File: src/rtl/ysyx_23060201_ifu_mc_pkg.sv
// Shared definitions for the multi-cycle fetch unit: FSM encoding and
// default fetch-window parameters.
package ysyx_23060201_ifu_mc_pkg;

  typedef enum logic [2:0] {
    IFU_IDLE  = 3'd0,
    IFU_REQ   = 3'd1,
    IFU_WAIT  = 3'd2,
    IFU_OUT   = 3'd3,
    IFU_EXEC  = 3'd4,
    IFU_FAULT = 3'd5
  } ifu_state_e;

  localparam int          DEF_XLEN     = 32;
  localparam logic [31:0] DEF_RESET_PC = 32'h8000_0000;
  localparam logic [31:0] DEF_MBASE    = 32'h8000_0000;
  localparam logic [31:0] DEF_MSIZE    = 32'h0800_0000;
  localparam int          DEF_CNT_W    = 64;

endpackage

File: src/rtl/ysyx_23060201_addr_chk.sv
// Fetch-address legality: inside [mbase, mbase+msize) and word aligned.
module ysyx_23060201_addr_chk #(
  parameter int XLEN = 32
) (
  input  logic [XLEN-1:0] addr,
  input  logic [XLEN-1:0] mbase,
  input  logic [XLEN-1:0] msize,
  output logic            legal
);

  // One extra bit so a window ending exactly at 2^XLEN does not wrap to zero.
  logic [XLEN:0] limit;

  assign limit = {1'b0, mbase} + {1'b0, msize};
  assign legal = (addr >= mbase) && ({1'b0, addr} < limit) && (addr[1:0] == 2'b00);

endmodule

File: src/rtl/ysyx_23060201_ifu_mc.sv
// Multi-cycle instruction fetch unit: owns the PC, fetches over a valid/ready
// memory port, hands the word to IDU and waits for EXU to commit the next PC.
module ysyx_23060201_ifu_mc
  import ysyx_23060201_ifu_mc_pkg::*;
#(
  parameter int              XLEN     = DEF_XLEN,
  parameter logic [XLEN-1:0] RESET_PC = DEF_RESET_PC,
  parameter logic [XLEN-1:0] MBASE    = DEF_MBASE,
  parameter logic [XLEN-1:0] MSIZE    = DEF_MSIZE,
  parameter int              CNT_W    = DEF_CNT_W
) (
  input  logic             clk,
  input  logic             rst,
  output logic             mem_req_valid,
  input  logic             mem_req_ready,
  output logic [XLEN-1:0]  mem_req_addr,
  input  logic             mem_rsp_valid,
  input  logic [31:0]      mem_rsp_data,
  input  logic             mem_rsp_err,
  output logic             inst_valid,
  input  logic             inst_ready,
  output logic [31:0]      inst,
  output logic [XLEN-1:0]  pc,
  input  logic             commit_valid,
  input  logic [XLEN-1:0]  commit_dnpc,
  output logic             fault,
  output logic [XLEN-1:0]  fault_pc,
  output logic [CNT_W-1:0] retired
);

  // Handshakes: a transfer happens on a clock edge where valid and ready are
  // both high; once raised, valid and its payload hold until that edge.
  ifu_state_e      state;
  logic [XLEN-1:0] pc_nxt;
  logic            nxt_legal;

  // PC as it will be after this edge; checking it here lets mem_req_valid be
  // registered on entry to REQ, so an illegal PC never raises it.
  assign pc_nxt = (state == IFU_EXEC && commit_valid) ? commit_dnpc : pc;

  ysyx_23060201_addr_chk #(.XLEN(XLEN)) u_addr_chk (
    .addr  (pc_nxt),
    .mbase (MBASE),
    .msize (MSIZE),
    .legal (nxt_legal)
  );

  assign mem_req_addr = pc;

  always_ff @(posedge clk) begin
    if (rst) begin
      state         <= IFU_IDLE;
      pc            <= RESET_PC;
      inst          <= 32'd0;
      inst_valid    <= 1'b0;
      mem_req_valid <= 1'b0;
      fault         <= 1'b0;
      fault_pc      <= '0;
      retired       <= '0;
    end else begin
      case (state)
        IFU_IDLE: begin
          state         <= IFU_REQ;
          mem_req_valid <= nxt_legal;
        end
        IFU_REQ: begin
          if (!nxt_legal) begin
            state    <= IFU_FAULT;
            fault    <= 1'b1;
            fault_pc <= pc;
          end else if (mem_req_ready) begin
            state         <= IFU_WAIT;
            mem_req_valid <= 1'b0;
          end
        end
        IFU_WAIT: begin
          if (mem_rsp_valid) begin
            if (mem_rsp_err) begin
              state    <= IFU_FAULT;
              fault    <= 1'b1;
              fault_pc <= pc;
            end else begin
              state      <= IFU_OUT;
              inst       <= mem_rsp_data;
              inst_valid <= 1'b1;
            end
          end
        end
        IFU_OUT: begin
          if (inst_ready) begin
            state      <= IFU_EXEC;
            inst_valid <= 1'b0;
          end
        end
        IFU_EXEC: begin
          if (commit_valid) begin
            state         <= IFU_REQ;
            pc            <= commit_dnpc;
            retired       <= retired + CNT_W'(1);
            mem_req_valid <= nxt_legal;
          end
        end
        IFU_FAULT: begin
          state <= IFU_FAULT;
        end
        default: begin
          state         <= IFU_IDLE;
          mem_req_valid <= 1'b0;
          inst_valid    <= 1'b0;
        end
      endcase
    end
  end

endmodule

File: config.mk
export PLATFORM = sky130hd
export DESIGN_NAME = ysyx_23060201_ifu_mc
export DESIGN_NICKNAME = d
export VERILOG_FILES = /design/src/rtl/ysyx_23060201_ifu_mc_pkg.sv /design/src/rtl/ysyx_23060201_addr_chk.sv /design/src/rtl/ysyx_23060201_ifu_mc.sv
export SDC_FILE = /design/constraint.sdc
export NUM_CORES = 1
export LEC_CHECK = 0
export CORE_UTILIZATION = 49
export CTS_BUF_LIST = sky130_fd_sc_hd__clkbuf_4
export CTS_CLUSTER_SIZE = 30
export DETAILED_ROUTE_END_ITERATION = 6
export MAX_ROUTING_LAYER = met4
export PLACE_DENSITY = 0.95
export SYNTH_ARGS = -nofsm -noshare
export SYNTH_HDL_FRONTEND = slang
export SYNTH_SLANG_ARGS = --single-unit
File: constraint.sdc
create_clock -name clk -period 8.93 [get_ports clk]
set_input_delay 2.2325 -clock clk [delete_from_list [all_inputs] [get_ports clk]]
set_output_delay 2.2325 -clock clk [all_outputs]
set_load 0.05 [all_outputs]
# [Word-level counts from Yosys, hierarchy flattened]
# Cells that the tools add are included.
[word_totals] wordCells=66 input_bits=71 regBits=166
[op_classes] add_sub_neg=1 bitwise=3 n_mux=24 order_cmp=2 eq_ne=14 n_reduce_logical=14
[op_table] cell="$mux W32" n=4
[op_table] cell="$add A64 B1 Y64 const B" n=1
[op_table] cell="$pmux W32 S2" n=1
[op_table] cell="$ge A32 B32 Y1 const B" n=1
[op_table] cell="$lt A32 B32 Y1 const B" n=1
[op_table] cell="$mux W3" n=6
[op_table] cell="$pmux W3 S6" n=1
[op_table] cell="$ne A2 B2 Y1 const B" n=8
[op_table] cell="$reduce_and A4 Y1" n=4
[op_table] cell="$mux W1" n=9
[op_table] cell="$eq A3 B2 Y1 const B" n=2
[op_table] cell="$eq A3 B3 Y1 const B" n=2
[op_table] cell="$pmux W1 S4" n=1
[op_table] cell="$reduce_or A4 Y1" n=1
[op_table] cell="$eq A3 B1 Y1 const B" n=1
[op_table] cell="$logic_and A1 B1 Y1" n=3
[op_table] cell="$logic_not A3 Y1" n=1
[op_table] cell="$ne A3 B3 Y1 const B" n=1
[op_table] cell="$not A1 Y1" n=3
[op_table] cell="$pmux W1 S3" n=1
[op_table] cell="$reduce_and A3 Y1" n=1
[op_table] cell="$reduce_or A3 Y1" n=1
[op_table] cell="$logic_not A2 Y1" n=1
[op_table] cell="$pmux W1 S2" n=1
[op_table] cell="other kinds (2)" n=2

# [Logic depth before layout (Yosys ltp)]
# Gate-level depths: netlist of the first run.
[logic_depth] depth_word=8 ltp_mapped=9 depth_no_buf=6

# [Modules after synthesis]
# A second synthesis of the first run with hierarchy kept.
[hier_totals] hier_cells=1298 hier_area_um2=10082.2
[modules_own_cells] module="ysyx_23060201_ifu_mc" instances=1 cells_per_inst=892 area_per_inst_um2=7038.0
[modules_own_cells] module="ysyx_23060201_addr_chk" instances=1 cells_per_inst=406 area_per_inst_um2=3044.2

# [Worst setup path before layout of the first run]
# Ideal clock, no wire load.
[synth_path] kind="input to register" startpoint="input commit_valid" endpoint="register retired[58]" slack_ps=4590 arrival_time_ps=4269 cell_stages=7 path_cell_list="nand4bb_4 > or4_1 > clkbuf_1 > or4_1 > clkbuf_1 > or4_1 > a21oi_1"
[synth_via] elab_chain_cells=1
[synth_rtl] element="start, declared" line="ysyx_23060201_ifu_mc.sv:24" source="input logic commit_valid,"
[synth_rtl] element="$reduce_and A2 Y1 (no line)"
[synth_rtl] element="end signal, assigned" line="ysyx_23060201_ifu_mc.sv:99" source="retired <= retired + CNT_W'(1);"
[synth_rtl] element="end, declared" line="ysyx_23060201_ifu_mc.sv:28" source="output logic [CNT_W-1:0] retired"
# No other way between the ends.
# A chain may end at the register's enable or synchronous reset.

# [Worst setup path in the final report of the first run]
[layout_path] startpoint="input commit_valid" endpoint="register retired[60]"
# The elaborated chain is that of the path after synthesis.

==> summary.txt, run 1 <==
Run status
  – Status: completed

Pwr
  – Clock network power share: approximately a third
  – Sw frac: 29.13%
  – Comb pwr share: about 18%
  – Power Density: 166.3 nW/µm²
  – Reg power frac: 48.6%
  – P_sw: 479.1 µW
  – Maximum vdd drop: 0.09316 mV
  – Leakage: 3.161 nW
  – Cell internal pwr: 1.166 mW

Yosys
  – Post-Syn Area per Cell: between 8 and 9 µm²
  – FF+latch count, synth: 166
  – Synth top area cells: dfxtp_1, nand2_1, a21oi_1
  – Synth cell types: 45
  – Cell with the most instances after synthesis: dfxtp_1
  – Register area share after synthesis: 47.19%
  – Synthesis warning total: 0
  – Mapped Cells: 846
  – Mapped Area: between 7000 and 8000 µm²
  – Top cells by count, synth: dfxtp_1, nand2_1, a21oi_1
  – Area share of the largest cell type after synthesis: 47.19%
  – Asr flop ratio synth: 0%
  – EDFF count, synth: 0
  – Post-synth net total: 918
  – Yosys top cell by area: dfxtp_1
  – Top_reg_cell synth: dfxtp_1

Critical path
  – Crit path required time: 9.40 ns
  – CP Max Fanout: 41
  – CP delay by family, top: simple AND/OR/NAND/NOR gates
  – Worst path arrival time: ~6 ns
  – Worst path slowest cell: or4_1
  – Startpoint types: input port
  – Worst path bufs/invs: 1
  – Crit path depth: 6
  – CP max stage delay: 1.00 ns
  – Worst path cell trace: clkdlybuf4s50_1, nand4bb_4, or4_1, or4_1, or4_1, a21oi_1
  – Critical path class: input port to flip-flop
  – Top cell by count, worst path: or4_1
  – CP Capture Type: flip-flop
  – Reg2Reg Depth: 5

Global routing
  – Gr usage total: 26.98%
  – First-pass GRT wire length: 30860 µm
  – Grt total ovfl: 0
  – Initial antenna violation count: 1
  – Vias in the first global route: roughly 6500
  – Largest net degree at the start of global routing: 111

Routing
  – Post-DR vias/cell: around 5.5
  – Avg WL per Cell: 15.90 µm
  – Routed Wire Length: 19750 µm
  – DRC errors left: 0
  – DRT Pass-1 Iters: 4
  – Vias: 6887
  – Antenna-violating nets left: 0
  – DR iter-0 viols: 514

Final layout
  – Layout area overhead: 40.46%
  – Share of post-route cells with drive strength above 1: 4.147%
  – Fillers: roughly 1000
  – NumNets Final: 1120
  – Fin util: 70.98%

Placement
  – RD Place Congestion: 0.8103
  – Post-DP HPWL: 13910 µm
  – Dpl ws: 2.915 ns
  – # port buffers: 265

CTS
  – TritonCTS clock tree: yes
  – Hold_buf cts: 0
  – H-tree levels: 4
  – Worst skew pair latency: 0.55 ns
  – Clock root buffer: clkbuf_4
  – Clock Sink Count: 166
  – Setup bufs post-CTS: 0
  – Total CTS buffers: 17
  – Max clock buf depth: 2
  – Post-cts resize count: 0
  – Clock-pin slew on the worst setup and hold paths: 0.13 ns

STA
  – Final Critical Period: 5.491 ns
  – Worst Skew: 0.01725 ns
  – RSZ-0062 raised after global routing: false
  – Final setup viols: 0
  – Fin worst setup slack: 3.439 ns
  – Worst slew margin: about a quarter
  – Final Cycle Share: 61.49%
  – Worst-margin pin slew: between 1 and 1.5 ns
  – Setup_tns: 0 ns
  – Slew Limit Fails: 0
  – Final Hold Fails: 0
  – Fmax: 182.1 MHz

Worst hold path
  – Hold depth: 2
  – Type of the tightest min-delay check: flip-flop to flip-flop

Floorplan
  – Core area: about 14000 µm²
  – Chip height: between 100 and 150 µm
  – Ports: 266
  – Die W: 121.9 µm
  – Num rows: 43
  – Initial Utilization: about 51%
  – DIE AREA: 14850 µm²

Flow run
  – Max Cap Viol: 0
==> placed cells by master, fill, tap and decap left out, types with 13 or more instances in the layout <==
cell,synthesis,routed
nand2_1,161,161
dfxtp_1,166,166
nor4_1,16,16
nand3_1,25,25
a21oi_1,94,93
xnor2_1,20,20
nand4_1,21,21
clkdlybuf4s50_1,0,264
or4_1,20,20
o21ai_0,19,19
or3_1,15,15
nor2_1,81,81
xor2_1,16,16
clkbuf_4,0,19
o31ai_1,13,13
mux2i_1,32,32
==> final timing paths <==
check | from | endpoint | slack, ns
worst max-delay path | commit_valid | retired[60] | 3.44
worst min-delay path | inst[9] | inst[9] | 0.46
worst max register to register | state[1] | retired[60] | 4.99
worst min register to register | inst[9] | inst[9] | 0.46
==> metrics by stage <==
stage	power, mW	hold slack [ns]	area [µm²]	cells
6_report	1.645	0.4625	9891	1242
3_3_place_gp	1.106	0.4403	9517	1209
5_1_grt	1.707	0.4818	9891	1242
4_1_cts	1.652	0.4634	9888	1241
3_5_place_dp	1.112	0.4462	9517	1209
2_1_floorplan	1.009	0.6213	7042	846
==> tightest hold or removal path, delay by kind of cell (launching register included) <==
family	cells	cell delay, ns
and+or+nand+nor	1	0.05
AOI/OAI and AO/OA	1	0.05
DFF	1	0.33
==> state kept, by name (all words and copies together) (netlist names) <==
name	cells
retired	64
fault_pc	32
inst	32
mem_req_addr	32
state	3
fault	1
inst_valid	1
mem_req_valid	1
==> logic make-up after synthesis <==
family / after synthesis / synth area share [%]
AOI/OAI and AO/OA: 134 / 10.31
buffers and inverters: 92 / 6.752
xor gates and xnor gates: 36 / 4.478
DFF: 166 / 47.19
muxes: 33 / 4.709
adders and majority gates: 1 / 0.1777
and+or+nand+nor: 384 / 26.39
==> power by group through the flow <==
stage                     Sequential [mW]  Clock, mW  Combinational (mW)
final                               0.800      0.548               0.296
after global routing                0.806      0.588               0.314
after CTS                           0.800      0.556               0.297
after detailed placement            0.817          0               0.295
after global placement              0.814          0               0.292
after floorplan                     0.857          0               0.152
==> layer usage <==
| layer | track usage [%] | part of all wire, % | up-vias |
|---|---|---|---|
| met5 | - | 0 | - |
| met4 | 11.42 | 2.4 | 0 |
| met3 | 6.695 | 6.7 | 43 |
| met2 | 45.55 | 51 | 267 |
| met1 | 30.19 | 40 | 3269 |
| li1 | - | - | 3308 |
==> final cells by class <==
class | instances | area (µm²) | area share [%]
inverter | 7 | 26.28 | 0.2657
clock inverter | 13 | 229.0 | 2.315
tap | 180 | 225.2 | 2.277
sequential | 166 | 3323 | 33.60
multi-input combinational | 588 | 3269 | 33.06
clock buffer | 19 | 142.6 | 1.442
timing repair buffer | 268 | 2673 | 27.02
antenna | 1 | 2.502 | 0.02530
(Power assumes the default switching activity.)
==> run 2, diff against run 1 <==
--- a/config.mk
+++ b/config.mk
@@ -5,12 +5,12 @@
 export SDC_FILE = /design/constraint.sdc
 export NUM_CORES = 1
 export LEC_CHECK = 0
-export CORE_UTILIZATION = 49
+export CORE_UTILIZATION = 41
 export CTS_BUF_LIST = sky130_fd_sc_hd__clkbuf_4
 export CTS_CLUSTER_SIZE = 30
 export DETAILED_ROUTE_END_ITERATION = 6
 export MAX_ROUTING_LAYER = met4
-export PLACE_DENSITY = 0.95
+export PLACE_DENSITY = 0.87
 export SYNTH_ARGS = -nofsm -noshare
 export SYNTH_HDL_FRONTEND = slang
 export SYNTH_SLANG_ARGS = --single-unit
==> constraint.sdc (replaced) <==
create_clock -name clk -period 4.55 [get_ports clk]
set_input_delay 1.1375 -clock clk [delete_from_list [all_inputs] [get_ports clk]]
set_output_delay 1.1375 -clock clk [all_outputs]
set_load 0.05 [all_outputs]
==> run 2 against run 1 <==
Net effect: sequential share of layout area is essentially flat; utilization fell by 12 points; setup slack got worse by 2.5 ns; critical path depth stayed put; highest routed layer unchanged; clock power up 52%.
==> summary.txt, run 2 (same netlist as run 1, synthesis figures left out) <==
CTS
  – TritonCTS clock tree: yes
  – Clock Sink Count: 166
  – Clock-pin slew on the worst setup and hold paths: 0.16 ns
  – Max clock buf depth: 2
  – Worst skew pair latency: 0.57 ns
  – Setup bufs post-CTS: 0
  – Post-cts resize count: 0
  – Total CTS buffers: 17
  – Clock root buffer: clkbuf_4
  – H-tree levels: 4
  – Hold_buf cts: 0

Critical path
  – Crit Reg-Reg Endpoint: retired[62]
  – Reg2Reg Depth: 5
  – FF-to-FF Start: retired[20]
  – CP Capture Type: flip-flop
  – Top cell by count, worst path: or4_1
  – Worst path cell trace: clkdlybuf4s50_1, nand4bb_4, or4_1, or4_1, or4_1, a21oi_1
  – Critical path class: input port to flip-flop
  – Worst path arrival time: 4.07 ns
  – Worst path slowest cell: or4_1
  – Startpoint types: input port
  – CP max stage delay: 0.79 ns
  – CP Max Fanout: 19
  – Crit path required time: roughly 5 ns
  – Reg2Reg Setup Slack: about 1.4 ns

STA
  – Final hold slack: around 0.46 ns
  – Slew Limit Fails: 0
  – Final Cycle Share: 78.89%
  – Worst slew margin: between 50% and 60%
  – Final Hold Fails: 0
  – Worst Skew: 0.02670 ns
  – Final Critical Period: 3.589 ns
  – Fmax: 278.6 MHz
  – Setup_tns: 0 ns
  – Worst-margin pin slew: 0.7236 ns
  – Final setup viols: 0
  – Fin worst setup slack: 0.9605 ns
  – RSZ-0062 raised after global routing: false

Final layout
  – Fin util: 59.15%
  – Register area: ~3300 µm²
  – Layout area overhead: 40.30%
  – Non-filler cells, final: 1287
  – Final instance area: 9879 µm²
  – Share of post-route cells with drive strength above 1: under 10%
  – Fillers: roughly 1500
  – Register bank with the most flops: retired
  – Diode count: 0
  – Most frequent cells in the layout: clkdlybuf4s50_1, dfxtp_1, nand2_1
  – Most common cell after layout, fill and taps aside: clkdlybuf4s50_1
  – Footprint of the multi-input gates: approximately 3300 µm²
  – NumNets Final: approximately 1100
  – Max FFs per register: 64

Placement
  – RD Place Congestion: 0.8405
  – Placed cells: 1255
  – # port buffers: between 200 and 300
  – DP Area: 9612 µm²
  – Post-DP HPWL: roughly 14000 µm
  – Dpl ws: 0.3946 ns

Flow run
  – Max Cap Viol: 0

Global routing
  – Grt total ovfl: 0
  – First-pass GRT wire length: 31480 µm
  – Vias in the first global route: 6299
  – Largest net degree at the start of global routing: just over 70
  – Gr usage total: 22.89%
  – Initial antenna violation count: 0

Pwr
  – Design Power: 2.986 mW
  – Maximum vdd drop: 0.2138 mV
  – Power Density: 302.2 nW/µm²
  – Leakage: 3.125 nW

Routing
  – Routed Wire Length: 19770 µm
  – DRC errors left: 0
  – Post-DR vias/cell: 5.253
  – DRT Pass-1 Iters: 7
  – Avg WL per Cell: 15.36 µm
  – Vias: 6761
  – DR iter-0 viols: 491
  – Antenna-violating nets left: 0

Run status
  – Status: completed

Floorplan
  – Ports: 266
  – Die W: 133.1 µm
  – Initial Utilization: 42.16%
  – Core area: 16700 µm²
  – DIE AREA: 17700 µm²
  – Num rows: between 40 and 50
  – Chip height: 133.1 µm

Worst hold path
  – Hold depth: 2
  – Type of the tightest min-delay check: flip-flop to flip-flop
  – Hold path startpoint: inst[17]
  – Hold EP: inst[17]
run 2: layer usage:
metal | global-route usage (%) | wire (µm) | share of wire (%)
met2 | 37.43 | 9782 | 49
met3 | 5.134 | 1290 | 6.5
met1 | 27.76 | 8297 | 42
met4 | 7.599 | 395 | 2.0
met5 | - | 0 | 0
run 2: how the worst max path moves through the flow:
stage | startpoint | endpoint | depth (start not counted)
floorplan | commit_valid | retired[58] | 7
global placement | commit_valid | retired[55] | 6
detailed placement | commit_valid | retired[39] | 6
CTS | commit_valid | retired[39] | 6
global route | commit_valid | retired[55] | 6
finish | commit_valid | retired[55] | 6
run 2: area by class of cell:
class	count	share of cell area [%]
inverters	7	0.2660
multi-input cells	588	33.09
repair buffers	274	27.51
clock inverters	13	1.266
flip-flops and latches	166	33.64
clock buffers	19	1.444
well taps	220	2.786
run 2: critical path: cells and delay by family:
family,cells,cell delay [ns]
buffers and inverters,1,0.59
AND/OR/NAND/NOR,4,2.18
AO/OA/AOI/OAI,1,0.15
run 2: power by group:
| group | switching [mW] | internal, mW |
|---|---|---|
| Sequential | 0.0724 | 1.50 |
| Combinational | 0.349 | 0.234 |
| Clock | 0.542 | 0.290 |
| Total | 0.963 | 2.02 |
==> run 3, diff against run 2 <==
--- a/config.mk
+++ b/config.mk
@@ -5,12 +5,12 @@
 export SDC_FILE = /design/constraint.sdc
 export NUM_CORES = 1
 export LEC_CHECK = 0
-export CORE_UTILIZATION = 41
+export CORE_UTILIZATION = 46
 export CTS_BUF_LIST = sky130_fd_sc_hd__clkbuf_4
 export CTS_CLUSTER_SIZE = 30
 export DETAILED_ROUTE_END_ITERATION = 6
 export MAX_ROUTING_LAYER = met4
-export PLACE_DENSITY = 0.87
+export PLACE_DENSITY = 0.92
 export SYNTH_ARGS = -nofsm -noshare
 export SYNTH_HDL_FRONTEND = slang
 export SYNTH_SLANG_ARGS = --single-unit
==> constraint.sdc (replaced) <==
create_clock -name clk -period 3.7 [get_ports clk]
set_input_delay 0.925 -clock clk [delete_from_list [all_inputs] [get_ports clk]]
set_output_delay 0.925 -clock clk [all_outputs]
set_load 0.05 [all_outputs]
==> run 3 against run 2 <==
Net effect: register-to-register slack worse by 0.66 ns; design area is 0.27% lower; critical path depth stayed put; combinational power is 28% higher; via count is 2.5% higher; sequential share of layout area is 0.090 points higher; first-iteration DRC count is 16% lower; sequential cell count stayed put; power is 19% higher; die area is 11% lower; largest cell class unchanged; largest power group unchanged.
==> summary.txt, run 3 (same netlist as run 1, synthesis figures left out) <==
Global routing
  – First-pass GRT wire length: around 32000 µm
  – Grt total ovfl: 0
  – Vias in the first global route: 6538
  – Initial antenna violation count: 0
  – Largest net degree at the start of global routing: 47
  – Gr usage total: 26.17%

Worst hold path
  – Type of the tightest min-delay check: flip-flop to flip-flop

Floorplan
  – Die W: 125.7 µm
  – Initial Utilization: 47.73%
  – Num rows: 44
  – Ports: 266
  – DIE AREA: roughly 16000 µm²
  – Chip height: 125.7 µm
  – Core area: 14750 µm²

CTS
  – Clock root buffer: clkbuf_4
  – Worst skew pair latency: 0.57 ns
  – Hold_buf cts: 0
  – H-tree levels: 4
  – TritonCTS clock tree: yes
  – Post-cts resize count: 0
  – Setup bufs post-CTS: 0
  – Clock Sink Count: 166
  – Max clock buf depth: 2
  – Clock-pin slew on the worst setup and hold paths: 0.14 ns
  – Total CTS buffers: 17

Routing
  – Avg WL per Cell: 15.81 µm
  – DRC errors left: 0
  – Post-DR vias/cell: 5.502
  – Vias: 6932
  – Routed Wire Length: 19920 µm
  – DR iter-0 viols: 411
  – DRT Pass-1 Iters: 5
  – Antenna-violating nets left: 0

Final layout
  – NumNets Final: 1135
  – Diode count: 0
  – Share of post-route cells with drive strength above 1: 5.112%
  – Layout area overhead: 39.93%
  – Fillers: between 1000 and 1500
  – Register bank with the most flops: retired
  – Most frequent cells in the layout: clkdlybuf4s50_1, dfxtp_1, nand2_1
  – Max FFs per register: 64
  – Most common cell after layout, fill and taps aside: clkdlybuf4s50_1
  – Fin util: 66.78%

STA
  – Final Cycle Share: approximately 86%
  – Worst-margin pin slew: 0.7091 ns
  – Final setup viols: 0
  – Fin worst setup slack: 0.5214 ns
  – Fmax: around 310 MHz
  – Worst slew margin: 52.29%
  – Slew Limit Fails: 0
  – RSZ-0062 raised after global routing: false
  – Worst Skew: 0.01864 ns
  – Final Critical Period: between 3 and 4 ns
  – Final Hold Fails: 0

Critical path
  – Critical path class: input port to flip-flop
  – CP Capture Type: flip-flop
  – Startpoint types: input port
  – CP Max Fanout: 14
  – Worst path arrival time: roughly 3.7 ns
  – Crit path required time: roughly 4.2 ns

Placement
  – RD Place Congestion: 0.8449
  – Post-DP HPWL: 14420 µm
  – # port buffers: 265
  – Dpl ws: -0.05019 ns

Run status
  – Status: completed

Pwr
  – Power Density: 359.2 nW/µm²
  – Maximum vdd drop: 0.3193 mV
  – Leakage: 3.147 nW

Flow run
  – Max Cap Viol: 0
## run 3: changes by cell type in the layout (fill, tap and decap cells not counted), sizes merged
cell      delta
buf          +9
clkinv       +8
inv          -4
clkbuf       -2
bufinv       -1
clkinvlp     -1
## run 3: critical path, stage by stage
cell             delay, ns
clkdlybuf4s50_1       0.57
nand4bb_4             0.14
or4_1                 0.59
or4_1                 0.74
or4_1                 0.57
a21oi_1               0.16
## run 3: area by class of cell
type | count | area (µm²) | area share (%)
Tap cell | 184 | 230.2 | 2.337
Timing Repair Buffer | 283 | 2785 | 28.27
Clock inverter | 15 | 91.34 | 0.9270
Inverter | 7 | 26.28 | 0.2667
Sequential cell | 166 | 3323 | 33.73
Multi-Input combinational cell | 588 | 3269 | 33.18
Clock buffer | 17 | 127.6 | 1.295
## run 3: final timing paths
check,startpoint,end,slack [ns],cells past startpoint
max reg2reg,retired[9],retired[39],0.71,5
min,inst[12],inst[12],0.46,2
min reg2reg,inst[12],inst[12],0.46,2
max,commit_valid,retired[60],0.52,6
## run 3: per-stage QoR
stage                     TNS, ns  total power [mW]  cell area [µm²]  hold WS, ns  instances
after floorplan                 0             2.435             7042       0.6213        846
after global placement          0             2.686             9634       0.4400       1228
after detailed placement  -0.1999             2.699             9634       0.4486       1228
after CTS                       0             3.566             9853       0.4642       1260
after global routing            0             3.705             9853       0.4882       1260
final                           0             3.540             9853       0.4645       1260
## run 3: metal layers
layer  vias to the layer above  global-route usage, %  part of all wire (%)  routed length (µm)
met5                         -                      -                     0                   0
met4                         0                  8.680                   2.1                 419
met2                       287                  43.53                    49                9825
li1                       3326                      -                     -                   -
met1                      3281                  30.85                    41                8231
met3                        38                  6.542                   7.2                1441
## run 3: where the power goes
part / switching [mW] / internal (mW) / leakage [nW]
Clock: 0.628 / 0.252 / 0.113
Sequential: 0.0698 / 1.84 / 1.34
Combinational: 0.451 / 0.297 / 1.70
Total: 1.15 / 2.39 / 3.15
